File: src/rtl/mo_line_buffer.sv
`default_nettype none
// ============================================================================
// Module   : mo_line_buffer
// Brief    : Double-banked motion-object line buffer with erase-after-read.
// Revision : 1.0 - initial release
// ============================================================================
module mo_line_buffer #(
    parameter int         XBITS  = 8,
    parameter logic [2:0] TRANSP = 3'b111
) (
    input  logic             clk,
    input  logic             reset,
    input  logic             ce5,
    input  logic [2:0]       AR,
    input  logic             wr_en,
    input  logic             load_x,
    input  logic [XBITS-1:0] x_start,
    input  logic             line_toggle,
    input  logic [XBITS-1:0] rd_x,
    output logic [2:0]       mo_pix,
    output logic             busy
);

    localparam int               c_depth    = 1 << XBITS;
    localparam logic [0:0]       ST_CLEAR   = 1'b0;
    localparam logic [0:0]       ST_RUN     = 1'b1;
    localparam logic [XBITS:0]   c_clr_last = {(XBITS+1){1'b1}};
    localparam logic [XBITS-1:0] c_one      = {{(XBITS-1){1'b0}}, 1'b1};

    logic [0:0]       r_state;
    logic [XBITS:0]   r_clr;
    logic             r_wbank;
    logic [XBITS-1:0] r_wx;
    logic [2:0]       r_pix;

    logic             w_run_ce;
    logic             w_wr;
    logic [XBITS-1:0] w_col;
    logic [2:0]       w_rdata [2];
    logic [2:0]       w_rd;

    assign w_run_ce = (r_state == ST_RUN) && ce5;
    assign w_col    = load_x ? x_start : r_wx;
    assign w_wr     = w_run_ce && wr_en && (AR != TRANSP);
    assign w_rd     = r_wbank ? w_rdata[0] : w_rdata[1];

    // Each bank has a single write port: sweep, object write or erase,
    // selected by whether it is currently the write or the read bank.
    genvar b;
    generate
        for (b = 0; b < 2; b++) begin : g_bank
            localparam logic c_bank = 1'(b);
            logic [2:0]       r_mem [c_depth];
            logic             w_we;
            logic [XBITS-1:0] w_addr;
            logic [2:0]       w_din;

            always_comb begin
                w_we   = 1'b0;
                w_addr = rd_x;
                w_din  = TRANSP;
                if (r_state == ST_CLEAR) begin
                    w_we   = (r_clr[XBITS] == c_bank);
                    w_addr = r_clr[XBITS-1:0];
                end else if (r_wbank == c_bank) begin
                    w_we   = w_wr;
                    w_addr = w_col;
                    w_din  = AR;
                end else begin
                    w_we   = w_run_ce;
                end
            end

            always_ff @(posedge clk) begin
                if (w_we) begin
                    r_mem[w_addr] <= w_din;
                end
            end

            assign w_rdata[b] = r_mem[rd_x];
        end
    endgenerate

    always_ff @(posedge clk) begin
        if (reset) begin
            r_state <= ST_CLEAR;
            r_clr   <= '0;
            r_wbank <= 1'b0;
            r_wx    <= '0;
            r_pix   <= TRANSP;
        end else begin
            case (r_state)
                ST_CLEAR: begin
                    r_clr <= r_clr + 1'b1;
                    r_pix <= TRANSP;
                    if (r_clr == c_clr_last) begin
                        r_state <= ST_RUN;
                    end
                end
                default: begin
                    if (ce5) begin
                        r_pix <= w_rd;
                        if (wr_en) begin
                            r_wx <= w_col + c_one;
                        end else if (load_x) begin
                            r_wx <= x_start;
                        end
                        if (line_toggle) begin
                            r_wbank <= ~r_wbank;
                        end
                    end
                end
            endcase
        end
    end

    assign mo_pix = r_pix;
    assign busy   = (r_state == ST_CLEAR);

endmodule
`default_nettype wire

File: config.mk
export PLATFORM = sky130hd
export DESIGN_NAME = mo_line_buffer
export DESIGN_NICKNAME = d
export VERILOG_FILES = /design/src/rtl/mo_line_buffer.sv
export SDC_FILE = /design/constraint.sdc
export NUM_CORES = 2
export LEC_CHECK = 0
export BUFFER_PORTS_ARGS = -buffer_cell sky130_fd_sc_hd__buf_2
export CAP_MARGIN = 20
export CORE_ASPECT_RATIO = 2
export CORE_MARGIN = 4
export CORE_UTILIZATION = 47
export CTS_CLUSTER_SIZE = 24
export DETAILED_ROUTE_END_ITERATION = 6
export GPL_TIMING_DRIVEN = 0
export MAX_ROUTING_LAYER = met4
export PLACE_DENSITY = 0.66
export SYNTH_ARGS = -nofsm -noshare
export SYNTH_HDL_FRONTEND = slang
export SYNTH_SLANG_ARGS = --single-unit
File: constraint.sdc
create_clock -name clk -period 11.5 [get_ports clk]
set_input_delay 2.3 -clock clk [delete_from_list [all_inputs] [get_ports clk]]
set_output_delay 2.3 -clock clk [all_outputs]
set_load 0.005 [all_outputs]
After elaboration in Yosys (flattened, before gate mapping)
Memories as Yosys holds them, arrays and structs flattened. Index checks and enable logic that the tools add are counted.

Bits in registers: 22. Bits in latches: 0. Bits in writable memories: 1536. Memory bits (read-only): 0. Input bits: 25. Output and inout port bits: 4. Word-level logic and storage cells: 41. Memories kept: 2.

$add $sub $neg: 2. Multipliers: 0. Div/mod/pow operators: 0. Magnitude comparators: 0. Eq/ne operators: 2. Shift operators: 0. Muxes and demuxes: 21. Bitwise gates (word level): 3. Reductions and logical operators: 6.

Memory list: g_bank[0].r_mem (depth 256, width 3, read ports 1, clocked after Yosys merged registers in 0, wr ports 1, RTL line 53) `logic [2:0] r_mem [c_depth];`; g_bank[1].r_mem (depth 256, width 3, read ports 1, clocked after Yosys merged registers in 0, wr ports 1, RTL line 53).

Operators by type and width (number): 2-to-1 mux 8 bit (6); 2-to-1 mux 3 bit (5); 2-to-1 mux 1 bit (10); adder 9 x 1 -> 9 bit (second input constant) (1); == test 9 bit (second input constant) (1); adder 8 x 1 -> 8 bit (second input constant) (1); logical AND 1 bit (3); != test 3 bit (second input constant) (1); inverter 1 bit (3); AND reduction 3 bit (1); AND reduction 2 bit (1); OR reduction 2 bit (1).

Logic depth before layout (Yosys ltp)
Depth after elaboration: 7. Mapped depth: 14. Depth with buffers taken out: 10.

Worst setup path after synthesis
OpenSTA, ideal clock, no wires.

Path kind: input -> register. Start: input AR[0]. End: memory g_bank[0].r_mem[0][0] (data pin). Setup time: 0.835 ns. Arrival time: 5.359 ns. Required time: 10.665 ns. Path slack: 5.306 ns. Stages on the path: 1. Buffers on the path: 0. Path through: or3_1.

Cells in the longest elaborated chain, start to end: 2.

Ends and longest elaborated chain: from (decl) (RTL line 14) `input logic [2:0] AR,`; 2-to-1 mux 3 bit (RTL line 65) `end else if (r_wbank == c_bank) begin`; 2-to-1 mux 3 bit (RTL line 62) `if (r_state == ST_CLEAR) begin`; to (decl) (RTL line 53).

Every way passes these cells.

Final worst setup path
Start: input rd_x[2]. End: register r_pix[1] (netlist: mo_pix[1]).

Cells in the longest elaborated chain, start to end: 2. Elaborated cells between the ends (all ways): 3. Classes of those cells: mux (1); memory (2).

Ends and longest elaborated chain: from (decl) (RTL line 19) `input logic [XBITS-1:0] rd_x,`; memory read (256 x 3 bit); 2-to-1 mux 3 bit * (RTL line 45) `assign w_rd = r_wbank ? w_rdata[0] : w_rdata[1];`; to (signal assigned) (RTL line 102) `r_pix <= w_rd;`; to (decl) (RTL line 34) `logic [2:0] r_pix;`.

Mark *: on every way between the ends. The rest lies on a longest branch, timed or not. A chain may end at the register's enable or synchronous reset.

==> impl_metrics.yaml <==
global_routing:
  antenna_found_initial: 10
  grt_pass1_wl_mm: 296.4
  grt_pass1_vias: 36910
  grt_max_degree: 100
  grtUsageTotal: 0.3238
  grt_overflow: 0
clock_tree:
  htree_levels: 4
  cts_root_buf: "clkbuf_16"
  post_cts.repair.setup_buffers: 0
  ctsHoldBuffers: 0
  clk_transition_reported_paths_ns: 0.07
  cts_resized: 0
  clk_latency_ns: 0.78
  max-clock-path-buffers: 3
  cts_buffers: 130
  clkSinkCount: 1558
  tritoncts: "yes"
worst_setup_path:
  critical_path.top_delay_family: "buffers and inverters"
  crit_buf_inv: 6
  crit_fanout: 10
  path_cells: "buf_2 -> buf_2 -> buf_2 -> buf_2 -> buf_1 -> clkbuf_1 -> a21oi_1 -> nor4_1 -> o21ai_0 -> a221oi_2"
  cpMaxStageDelayCell: "clkbuf_1"
  start_kind: "input pin"
  crit_path_end_kind: "flop"
  crit_path_max_incr_delay_ns: 0.96
  cp_data_arrival_time_ns: 7.57
  cpMostUsedCell: "buf_2"
  rr_worst_depth: 9
  required_ns: 12.18
  path_class: "in -> reg"
  crit_cells: 10
finish:
  layout_common_cells: "edfxtp_1 (1536), nor2_1 (598), mux4_2 (364)"
  seq_area_sq_um: 46560
  fin_nets: 3730
  fillers: 10460
  design_area_sq_um: 70810
  finalNonFillerCells: 5539
  area_growth_pct: 12.13
  multi_input_area_sq_um: 15350
  layout_commonest_cell: "edfxtp_1"
  drive_above_1_share: 0.1977
power:
  combPwrFrac: 0.056
  leakage_nw: 21.42
  vdd_ir_drop_max_mv: 0.1199
  switching_share: 0.2184
  power_mw: 11.30
  p_per_area_nw_per_um2: 159.6
  seq_power_share: 0.543
  clkPwrFrac: 0.401
  intPower_mw: 8.835
  switchingPower_mw: 2.468
timing:
  rsz0062_at_grt: "false"
  finalSetupViolCount: 0
  finalMaxSlewViolations: 0
  finalSetupTns_ns: 0
  worst_pin_slew_ns: 1.322
  slew_headroom: 0.1152
  period_share: 0.5986
  fin_skew_ns: 0.03808
  fin_crit_ns: 6.884
  fmax_mhz: 145.3
  finalHoldViolations: 0
floorplanning:
  die_w_um: 267.2
  die-area_sq_um: 140600
  die_h_um: 526.4
  coreArea_sq_um: 133800
  pin_count: 29
  start_util: 0.4718
  core.rowCount: 190
synth:
  netlist-cell-type-count: 57
  synth-seq-cells: 1558
  syn-cell-area_sq_um: 63150
  synth_edf_count: 1536
  synthArstFlopShare: 0
  syn_area_per_cell_sq_um: 18.11
  synth_nets: 3514
  syn_inst: 3486
  ys_seq_area_frac: 0.7374
  yosysWarnings: 0
  ys.flop_type: "edfxtp_1"
hold_path:
  hold_depth: 2
  hold_path_class: "reg -> reg"
drt:
  vias: 36060
  dr.pass1.iters: 7
  drc_errors: 4
  viasPerCell: 6.510
  drt-total-wl_mm: 220.1
  ant_nets: 0
  wl_per_cell_um: 39.74
  drtIter0Drc: 5012
run:
  maxCapViolCount: 0
outcome:
  violations: "design-rule violations"
  status: "complete, but fails checks"
place:
  placed_cell_area_sq_um: 66540
  gp_congestion: 1.070
  io_buffers: 24
  dp_hpwl_mm: 160.2
  post-place-cells: 5297
-- layer usage --
metal	GRT usage	share of wire
met1	0.3081	0.28
met2	0.5429	0.51
met3	0.05596	0.074
met4	0.3119	0.13
met5	-	0
-- sequential cells by signal (all words and copies together) (netlist names) --
signal	flops
r_state	1
g_bank.r_mem	1536
r_wx	8
r_wbank	1
mo_pix	3
r_clr	9
-- logic make-up after synthesis --
group           Yosys count  synth area share
fa+ha+maj                 3         0.0005945
buf+inv                 225           0.01999
flops                  1558            0.7374
simple gates            939           0.06202
compound gates          254           0.02764
xor+xnor                 13          0.001803
mux                     494            0.1505
-- power by group through the flow --
stage	combinational, mW	sequential [mW]	clock [mW]
after detailed placement	0.619	6.26	0
after global routing	0.632	6.13	4.77
after CTS	0.620	6.14	4.54
after global placement	0.603	6.26	0
after floorplan	0.320	6.26	0
final	0.637	6.14	4.53
-- synth_stat cells, drive strengths merged (31+ instances only) --
library cell | number | area, sq um
nand2 | 152 | 570.6
a21oi | 37 | 185.2
nor2 | 600 | 2252
buf | 110 | 830.8
nor3 | 31 | 155.2
mux4 | 364 | 8198
o21ai | 34 | 170.2
clkbuf | 105 | 394.1
nand3 | 41 | 205.2
edfxtp | 1536 | 46120
o22ai | 43 | 269.0
mux2i | 124 | 1241
-- worst paths after layout --
kind	startpoint	to	slack, ns
max	rd_x[2]	mo_pix[1]	4.62
min	r_wx[1]	r_wx[1]	0.49
max reg2reg	r_state	g_bank[1].r_mem[108][1]	7.03
min reg2reg	r_wx[1]	r_wx[1]	0.49
-- cell type report --
class                      instances  area share
clock inverter                    73     0.01069
timing repair buffer              84     0.01709
multi-input combinational       1703      0.2168
clock buffer                     156     0.04897
antenna                           12   0.0004241
tap                             1728     0.03053
inverter                          10   0.0005301
buffer                           215     0.01737
sequential                      1558      0.6576
-- stage by stage --
step / hold WS (ns) / setup slack (ns) / utilization
floorplan: 0.4537 / 5.306 / -
global placement: 0.4641 / 1.861 / 0.4889
detailed placement: 0.4767 / 4.159 / 0.4971
CTS: 0.4919 / 4.960 / 0.5287
global route: 0.4999 / 4.903 / 0.5290
finish: 0.4912 / 4.616 / 0.5290
-- worst register-to-register path, delay by kind of cell, from the launching register on --
family                 cells  cell delay [ns]
flip-flops                 1             0.49
AND/OR/NAND/NOR            4             1.71
buffers and inverters      5             1.92
(Power assumes the default switching activity.)
